[config.mk]
export PLATFORM = sky130hd
export DESIGN_NAME = mem_bus_arbiter
export DESIGN_NICKNAME = d
export VERILOG_FILES = /design/src/rtl/mem_arb_pkg.sv /design/src/rtl/mem_region_decode.sv /design/src/rtl/mem_bus_arbiter.sv
export SDC_FILE = /design/constraint.sdc
export NUM_CORES = 1
export LEC_CHECK = 0
export CORE_MARGIN = 10
export CORE_UTILIZATION = 45
export CTS_BUF_LIST = sky130_fd_sc_hd__clkbuf_4 sky130_fd_sc_hd__clkbuf_8 sky130_fd_sc_hd__clkbuf_16
export DETAILED_ROUTE_END_ITERATION = 6
export PLACE_DENSITY = 0.9
export SYNTH_ARGS = -nofsm -noshare
export SYNTH_HDL_FRONTEND = slang
export SYNTH_SLANG_ARGS = --single-unit
[constraint.sdc]
create_clock -name clock -period 3.3 [get_ports clock]
set_input_delay 0.33 -clock clock [delete_from_list [all_inputs] [get_ports clock]]
set_output_delay 0.33 -clock clock [all_outputs]
set_load 0.01 [all_outputs]
[src/rtl/mem_arb_pkg.sv]
`default_nettype none
// ============================================================================
// Package  : mem_arb_pkg
// Purpose  : Shared types and constants for the memory bus arbiter slice
// Revision : 1.0 - initial release
// ============================================================================
package mem_arb_pkg;

  typedef enum logic [1:0] {
    IDLE   = 2'd0,
    ACCESS = 2'd1,
    DONE   = 2'd2
  } arb_state_t;

  typedef enum logic {
    REQ_CPU  = 1'b0,
    REQ_HOST = 1'b1
  } requester_t;

  localparam logic [15:0] RAM_BASE_DEFAULT = 16'h8000;

endpackage
`default_nettype wire

[src/rtl/mem_region_decode.sv]
`default_nettype none
// ============================================================================
// Module   : mem_region_decode
// Purpose  : Splits the 16-bit address space into ROM (low) and RAM (high)
// Revision : 1.0 - initial release
// ============================================================================
module mem_region_decode
  import mem_arb_pkg::*;
#(
  parameter logic [15:0] RAM_BASE = RAM_BASE_DEFAULT
) (
  input  logic [15:0] addr,
  input  logic        valid,
  output logic        ram_enable,
  output logic        rom_enable
);

  assign ram_enable = valid && (addr >= RAM_BASE);
  assign rom_enable = valid && (addr <  RAM_BASE);

endmodule
`default_nettype wire

[src/rtl/mem_bus_arbiter.sv]
`default_nettype none
// ============================================================================
// Module   : mem_bus_arbiter
// Purpose  : CPU/host round-robin arbiter and IDLE->ACCESS->DONE bus sequencer
// Revision : 1.0 - initial release
// ============================================================================
module mem_bus_arbiter
  import mem_arb_pkg::*;
#(
  parameter int unsigned ACCESS_CYCLES = 1,
  parameter logic [15:0] RAM_BASE      = RAM_BASE_DEFAULT
) (
  input  logic        clock,
  input  logic        reset,
  input  logic        cpu_req,
  input  logic        cpu_we,
  input  logic [15:0] cpu_addr,
  input  logic [7:0]  cpu_wdata,
  output logic [7:0]  cpu_rdata,
  output logic        cpu_ack,
  input  logic        host_req,
  input  logic        host_we,
  input  logic [15:0] host_addr,
  input  logic [7:0]  host_wdata,
  output logic [7:0]  host_rdata,
  output logic        host_ack,
  input  logic        host_lock,
  output logic [15:0] mem_address,
  output logic [7:0]  mem_wdata,
  input  logic [7:0]  mem_rdata,
  output logic        wr_en,
  output logic        rd_en,
  output logic        ram_enable,
  output logic        rom_enable,
  output logic [15:0] cpu_wait_count
);

  localparam int unsigned      CNT_W    = (ACCESS_CYCLES > 1) ? $clog2(ACCESS_CYCLES) : 1;
  localparam logic [CNT_W-1:0] CNT_LAST = CNT_W'(ACCESS_CYCLES - 1);

  arb_state_t       state_q, state_d;
  requester_t       owner_q, owner_d;
  requester_t       last_grant_q, last_grant_d;
  logic             we_q, we_d;
  logic [15:0]      addr_q, addr_d;
  logic [7:0]       wdata_q, wdata_d;
  logic [7:0]       rdata_q, rdata_d;
  logic [CNT_W-1:0] cnt_q, cnt_d;
  logic [15:0]      wait_q, wait_d;

  logic grant_cpu;
  logic grant_host;
  logic cpu_stalled;
  logic in_access;
  logic in_done;

  // Grant candidates; only acted upon while IDLE.
  always_comb begin
    grant_cpu  = 1'b0;
    grant_host = 1'b0;
    if (host_lock) begin
      grant_host = host_req;
    end else if (cpu_req && host_req) begin
      grant_cpu  = (last_grant_q == REQ_HOST);
      grant_host = (last_grant_q == REQ_CPU);
    end else begin
      grant_cpu  = cpu_req;
      grant_host = host_req;
    end
  end

  always_comb begin
    state_d      = state_q;
    owner_d      = owner_q;
    last_grant_d = last_grant_q;
    we_d         = we_q;
    addr_d       = addr_q;
    wdata_d      = wdata_q;
    rdata_d      = rdata_q;
    cnt_d        = cnt_q;
    wait_d       = wait_q;

    case (state_q)
      IDLE: begin
        cnt_d = '0;
        if (grant_cpu) begin
          owner_d      = REQ_CPU;
          last_grant_d = REQ_CPU;
          we_d         = cpu_we;
          addr_d       = cpu_addr;
          wdata_d      = cpu_wdata;
          state_d      = ACCESS;
        end else if (grant_host) begin
          owner_d      = REQ_HOST;
          last_grant_d = REQ_HOST;
          we_d         = host_we;
          addr_d       = host_addr;
          wdata_d      = host_wdata;
          state_d      = ACCESS;
        end
      end
      ACCESS: begin
        if (cnt_q == CNT_LAST) begin
          rdata_d = we_q ? 8'h00 : mem_rdata;
          state_d = DONE;
        end else begin
          cnt_d = cnt_q + 1'b1;
        end
      end
      DONE: begin
        state_d = IDLE;
      end
      default: begin
        state_d = IDLE;
      end
    endcase

    cpu_stalled = cpu_req && ((state_q == IDLE) ? !grant_cpu : (owner_q != REQ_CPU));
    if (cpu_stalled && (wait_q != 16'hFFFF)) begin
      wait_d = wait_q + 16'd1;
    end
  end

  always_ff @(posedge clock) begin
    if (!reset) begin
      state_q      <= IDLE;
      owner_q      <= REQ_CPU;
      last_grant_q <= REQ_HOST;
      we_q         <= 1'b0;
      addr_q       <= '0;
      wdata_q      <= '0;
      rdata_q      <= '0;
      cnt_q        <= '0;
      wait_q       <= '0;
    end else begin
      state_q      <= state_d;
      owner_q      <= owner_d;
      last_grant_q <= last_grant_d;
      we_q         <= we_d;
      addr_q       <= addr_d;
      wdata_q      <= wdata_d;
      rdata_q      <= rdata_d;
      cnt_q        <= cnt_d;
      wait_q       <= wait_d;
    end
  end

  // Every bus-facing output is a decode of registered state only.
  assign in_access   = (state_q == ACCESS);
  assign in_done     = (state_q == DONE);
  assign mem_address = in_access ? addr_q : 16'h0000;
  assign mem_wdata   = (in_access && we_q) ? wdata_q : 8'h00;
  assign wr_en       = in_access && we_q;
  assign rd_en       = in_access && !we_q;

  assign cpu_ack     = in_done && (owner_q == REQ_CPU);
  assign host_ack    = in_done && (owner_q == REQ_HOST);
  assign cpu_rdata   = cpu_ack  ? rdata_q : 8'h00;
  assign host_rdata  = host_ack ? rdata_q : 8'h00;

  assign cpu_wait_count = wait_q;

  mem_region_decode #(
    .RAM_BASE (RAM_BASE)
  ) u_region_decode (
    .addr       (addr_q),
    .valid      (in_access),
    .ram_enable (ram_enable),
    .rom_enable (rom_enable)
  );

endmodule
`default_nettype wire

======== Word-level counts from Yosys, hierarchy flattened ========
Cells that the tools add are included.
operators by class
  bitwise logic cells ..................... 3
  equal/unequal tests ..................... 5
  $add $sub $neg .......................... 2
  magnitude comparators ................... 2
  muxes and demuxes ....................... 24
  reduce and logical (&&, ||, !) cells .... 17
operator list
  cell                   number
  $mux 16                3
  $mux 8                 6
  $add 16x1->16 const B  1
  $ge 16x16->1 const B   1
  $lt 16x16->1 const B   1
  $ne 16x16->1 const B   1
  $mux 1                 10
  $logic_and 1x1->1      9
  $mux 2                 3
  $reduce_and 2->1       3
  $pmux 2 s2             1
  $reduce_bool 2->1      2
  $ne 3x3->1 const B     1
  $not 1->1              3
  $eq 2x1->1 const B     1
  $eq 2x2->1 const B     1
  $logic_not 1->1        2
  $logic_not 2->1        1
  $ne 2x2->1 const B     1
  $pmux 1 s2             1
  $add 1x1->1 const B    1
storage, ports and cells
  bits of input ports ..................... 63
  bits in registers ....................... 54
  logic and storage cells ................. 62
  output and inout bits ................... 62

======== Logic depth before layout (Yosys ltp) ========
  depth in word-level cells ............... 7
  gate-level depth with buffers ........... 6
  mapped depth without buffers ............ 5

======== Modules after synthesis ========
A second synthesis with hierarchy kept.
unflattened totals
  cells, all modules ...................... 318
  area, all modules ....................... 2722.6 um2
by module, submodules not included
  module             cells an instance  instances  sequential area each (um2)  area each (um2)
  mem_bus_arbiter    316                1          1061.0                      2706.3
  mem_region_decode  2                  1          0.0                         16.3

======== Worst setup path before layout ========
No wires, ideal clock.
  kind .................................... register to register
  start ................................... register wait_q[2] (netlist: cpu_wait_count[2])
  end ..................................... register wait_q[9] (netlist: cpu_wait_count[9])
  period minus slack after synthesis ...... 1.651 ns
  required time ........................... 3.230 ns
  arrival ................................. 1.580 ns
  library setup time ...................... 0.070 ns
  setup slack ............................. 1.649 ns
  path buffers ............................ 0
  stages on the path, launching flop included .. 5
  cells stage by stage .................... dfxtp_1 and4_1 or3b_4 or4_1 a21oi_1
between the ends
  word-level cells in the longest chain between the ends .. 2
  elaborated cells between the ends (all ways) .. 3
  those cells by class .................... 1 x add/sub; 1 x eq/ne; 1 x reduce/logical
ends and longest elaborated chain
  item                                                   line                    text
  start, declared                                        mem_bus_arbiter.sv:49   logic [15:0] wait_q, wait_d;
  start signal, assigned                                 mem_bus_arbiter.sv:144  wait_q <= wait_d;
  branches (longest 2 deep; another with $add 16x1->16)  n/a
Several ways; the timed one is not identified.
A chain may end at the register's enable or synchronous reset.

======== Final worst setup path ========
  start ................................... register state_q[0]
  end ..................................... output mem_wdata[3]
between the ends
  word-level cells in the longest chain between the ends .. 3
ends and longest elaborated chain
  item                    line                    text
  start, declared         mem_bus_arbiter.sv:41   arb_state_t state_q, state_d;
  start signal, assigned  mem_bus_arbiter.sv:136  state_q <= state_d;
  $eq 2x1->1              mem_bus_arbiter.sv:149  assign in_access = (state_q == ACCESS);
  $logic_and 1x1->1       mem_bus_arbiter.sv:152  assign mem_wdata = (in_access && we_q) ? wdata_q : 8'h00;
  $mux 8                  mem_bus_arbiter.sv:152
  end, declared           mem_bus_arbiter.sv:29   output logic [7:0] mem_wdata,
Every way passes these cells.

==> results.yml <==
timing:
  final.setup_skew_ps: 11.3
  fin_ws_ps: 667
  timing.max_slew.rel_slack_pct: 39.5
  finalCritPeriodShare_pct: 79.8
  period_minus_slack_ps: 2630
  timing_hold_violations_final: 0
  final_max_slew_viol_count: 0
  worst_hold_slack_ps: 467
  tns_ps: 0
  final-setup-viol-count: 0
  max_freq_ghz: 0.380
  rsz0062_at_grt: "false"
  worst_slew_pin_slew_ps: 905
cells_and_area:
  fin_util_pct: 69.6
  drive_above_1_share_pct: 5.09
  synthToLayoutAreaGrowth_pct: 50.9
  antenna_cells_inserted: 0
  fin_nets: 495
synthesis:
  synth.cells.most_frequent: "sky130_fd_sc_hd__dfxtp_1, sky130_fd_sc_hd__and2_1, sky130_fd_sc_hd__mux2i_1, sky130_fd_sc_hd__nor2_1, sky130_fd_sc_hd__a211oi_1"
  post_synth_top_area_share_pct: 39.1
  synth_enable_flop_cells: 0
  ys.warnings.count: 0
  synth.distinct_cells: 36
  dominantRegCellSynth: "sky130_fd_sc_hd__dfxtp_1"
  syn-cell-area_mm2: 0.00272
  synthDominantAreaCellType: "sky130_fd_sc_hd__dfxtp_1"
  synth.net_count: 381
  postSynthCellCount: 317
  synth.area.top_cells: "sky130_fd_sc_hd__dfxtp_1, sky130_fd_sc_hd__mux2i_1, sky130_fd_sc_hd__and2_1"
  synth_seq_cells: 53
  yosys.cell_count.top_type: "sky130_fd_sc_hd__dfxtp_1"
  synth_seq_area_share_pct: 39.1
  mean_area_per_synthesized_cell_um2: 8.57
  async_flop_share_pct: 0
cts:
  tritoncts.num_buffers: 5
  clockBufferDepth: 2
  cts_tree: "built"
  cts.root.buffer_cell: "sky130_fd_sc_hd__clkbuf_8"
  post-cts-setup-buffer-count: 0
  tritoncts_num_sinks: 53
  clock_latency_ps: 300
  cts_htree_levels: 2
  cts-resized-gates: 0
  path_clk_slew_ps: 90
  ctsHoldBuffers: 0
flow_run:
  max_cap_viol_count: 0
die:
  rows: 28
  core-area_mm2: 0.00589
  initial_core_util_pct: 46.2
  floorplan.die.height_um: 97.7
  die_area_mm2: 0.00954
  io-pin-count: 125
  chipWidth_um: 97.7
power_and_ir_drop:
  internal_power_mw: 1.00
  netSwitchingPower_uw: 369
  max-vdd-ir-drop_mv: 0.214
  clockPowerShare_pct: 26.8
  cellPowerDensity_mw_per_mm2: 335
  share_comb_of_total_power_pct: 21.1
  switching_share_pct: 26.9
  static-leakage-power_nw: 1.56
  power.sequential.fraction_pct: 52.1
  fin_total_pwr_mw: 1.37
critical_path:
  endpoint_kind: "output port"
  r2r_start: "cpu_wait_count[9]"
  crit_path_dat_ps: 2300
  crit_cells: 3
  critical_path_required_ps: 2970
  cp_max_fo: 27
  slowest_delay_ps: 730
  worstSetupPathType: "flip-flop to output port"
  timing.reg2reg.worst_path_depth: 5
  crit_start: "state_q[0]"
  cpMaxStageDelayCell: "sky130_fd_sc_hd__nor2b_2"
  cpLargestDelayFamily: "simple AND/OR/NAND/NOR gates"
  cp_cell_instances: "nor2b_2, and3_1, clkdlybuf4s50_1"
  critical_path_buf_inv_count: 1
  startpoint_type: "flip-flop"
grt:
  globalRoute.totalOverflow: 0
  grt.total_usage_pct: 16.3
  grt_first_pass_wirelength_um: 13200
  first_global_vias: 2760
  grt_start_max_net_pins: 54
  grt_antenna_before_repair: 0
drt:
  detailedRoute.firstIterationViolations: 117
  wl_um: 8160
  drtPass1Iterations: 4
  detail_route.drc_violations: 0
  postRouteAntennaNets: 0
  vias: 2703
  routed_via_density: 5.33
  wl_per_cell_um: 16.1
hold_path:
  hold_path.class: "flip-flop to flip-flop"
  hold_path_startpoint: "rdata_q[1]"
  min_delay_path_depth: 2
placement:
  detailed_place_hpwl_um: 6380
  placement.setup.worst_slack_ps: 1020
  routabilityCongestion: 0.816
  place.port_buffers: 124
status:
  status: "finished clean"
[power groups by stage]
stage	logic (mW)	registers, mW	clock network, mW
final	0.289	0.715	0.367
after global routing	0.318	0.721	0.406
after CTS	0.292	0.715	0.378
after detailed placement	0.290	0.730	0
after global placement	0.281	0.726	0
after floorplan	0.157	0.719	0
[metal layers]
layer	vias to the layer above	share of wire (%)	global-route usage (%)
met5	-	0	0
met4	0	2.2	6.38
met3	11	6.9	5.05
met2	92	51	28.8
met1	1247	39	17.5
li1	1353	-	-
[state kept, by name, indices dropped and copies added, names as in the netlist]
signal and count:
we_q 1, owner_q 1, rdata_q 8, last_grant_q 1, addr_q 16, cpu_wait_count 16
wdata_q 8, state_q 2
[stage by stage]
stage | cells | area (um^2)
2_1_floorplan | 317 | 2720
3_3_place_gp | 499 | 4010
3_5_place_dp | 499 | 4010
4_1_cts | 507 | 4100
5_1_grt | 507 | 4100
6_report | 507 | 4100
[worst paths after layout]
check	end	slack, ps
min reg2reg	rdata_q[1]	470
max	mem_wdata[3]	670
max reg2reg	cpu_wait_count[15]	1310
min	rdata_q[1]	470
[tightest hold or removal path: cells and delay by family, from the launching register on]
| kind | cells | cell delay [ps] |
|---|---|---|
| and+or+nand+nor | 1 | 50 |
| AOI/OAI and AO/OA | 1 | 50 |
| DFF | 1 | 330 |
[cell type report]
cell class | instances | area [um^2]
Clock buffer | 6 | 76.3
Multi-Input combinational cell | 236 | 1540
Timing Repair Buffer | 131 | 1290
Inverter | 4 | 15.0
Sequential cell | 53 | 1060
Clock inverter | 2 | 15.0
Tap cell | 75 | 93.8
Fill cell | 475 | 1790
[layout by cell type, fill, tap and decap left out, drive strengths merged, types with 5 or more instances in the layout]
cell type / count
mux2i: 32
clkdlybuf4s50: 124
dfxtp: 53
nand3: 5
nand3b: 8
and2: 35
and3: 8
nand2: 19
o31ai: 6
nand2b: 9
a211oi: 25
nor4: 8
a21oi: 17
clkbuf: 6
or4: 7
nor2: 32
buf: 7
[kinds of logic after synthesis]
group                    count (synthesis)  synth area share [%]
adder cells (fa/ha/maj)                  1                 0.461
buffers and inverters                   28                  4.47
multiplexers                            32                  11.8
flip-flops                              53                  39.1
AO/OA/AOI/OAI                           55                  13.8
AND/OR/NAND/NOR                        148                  30.4
Power figures use the tool's default switching activity.
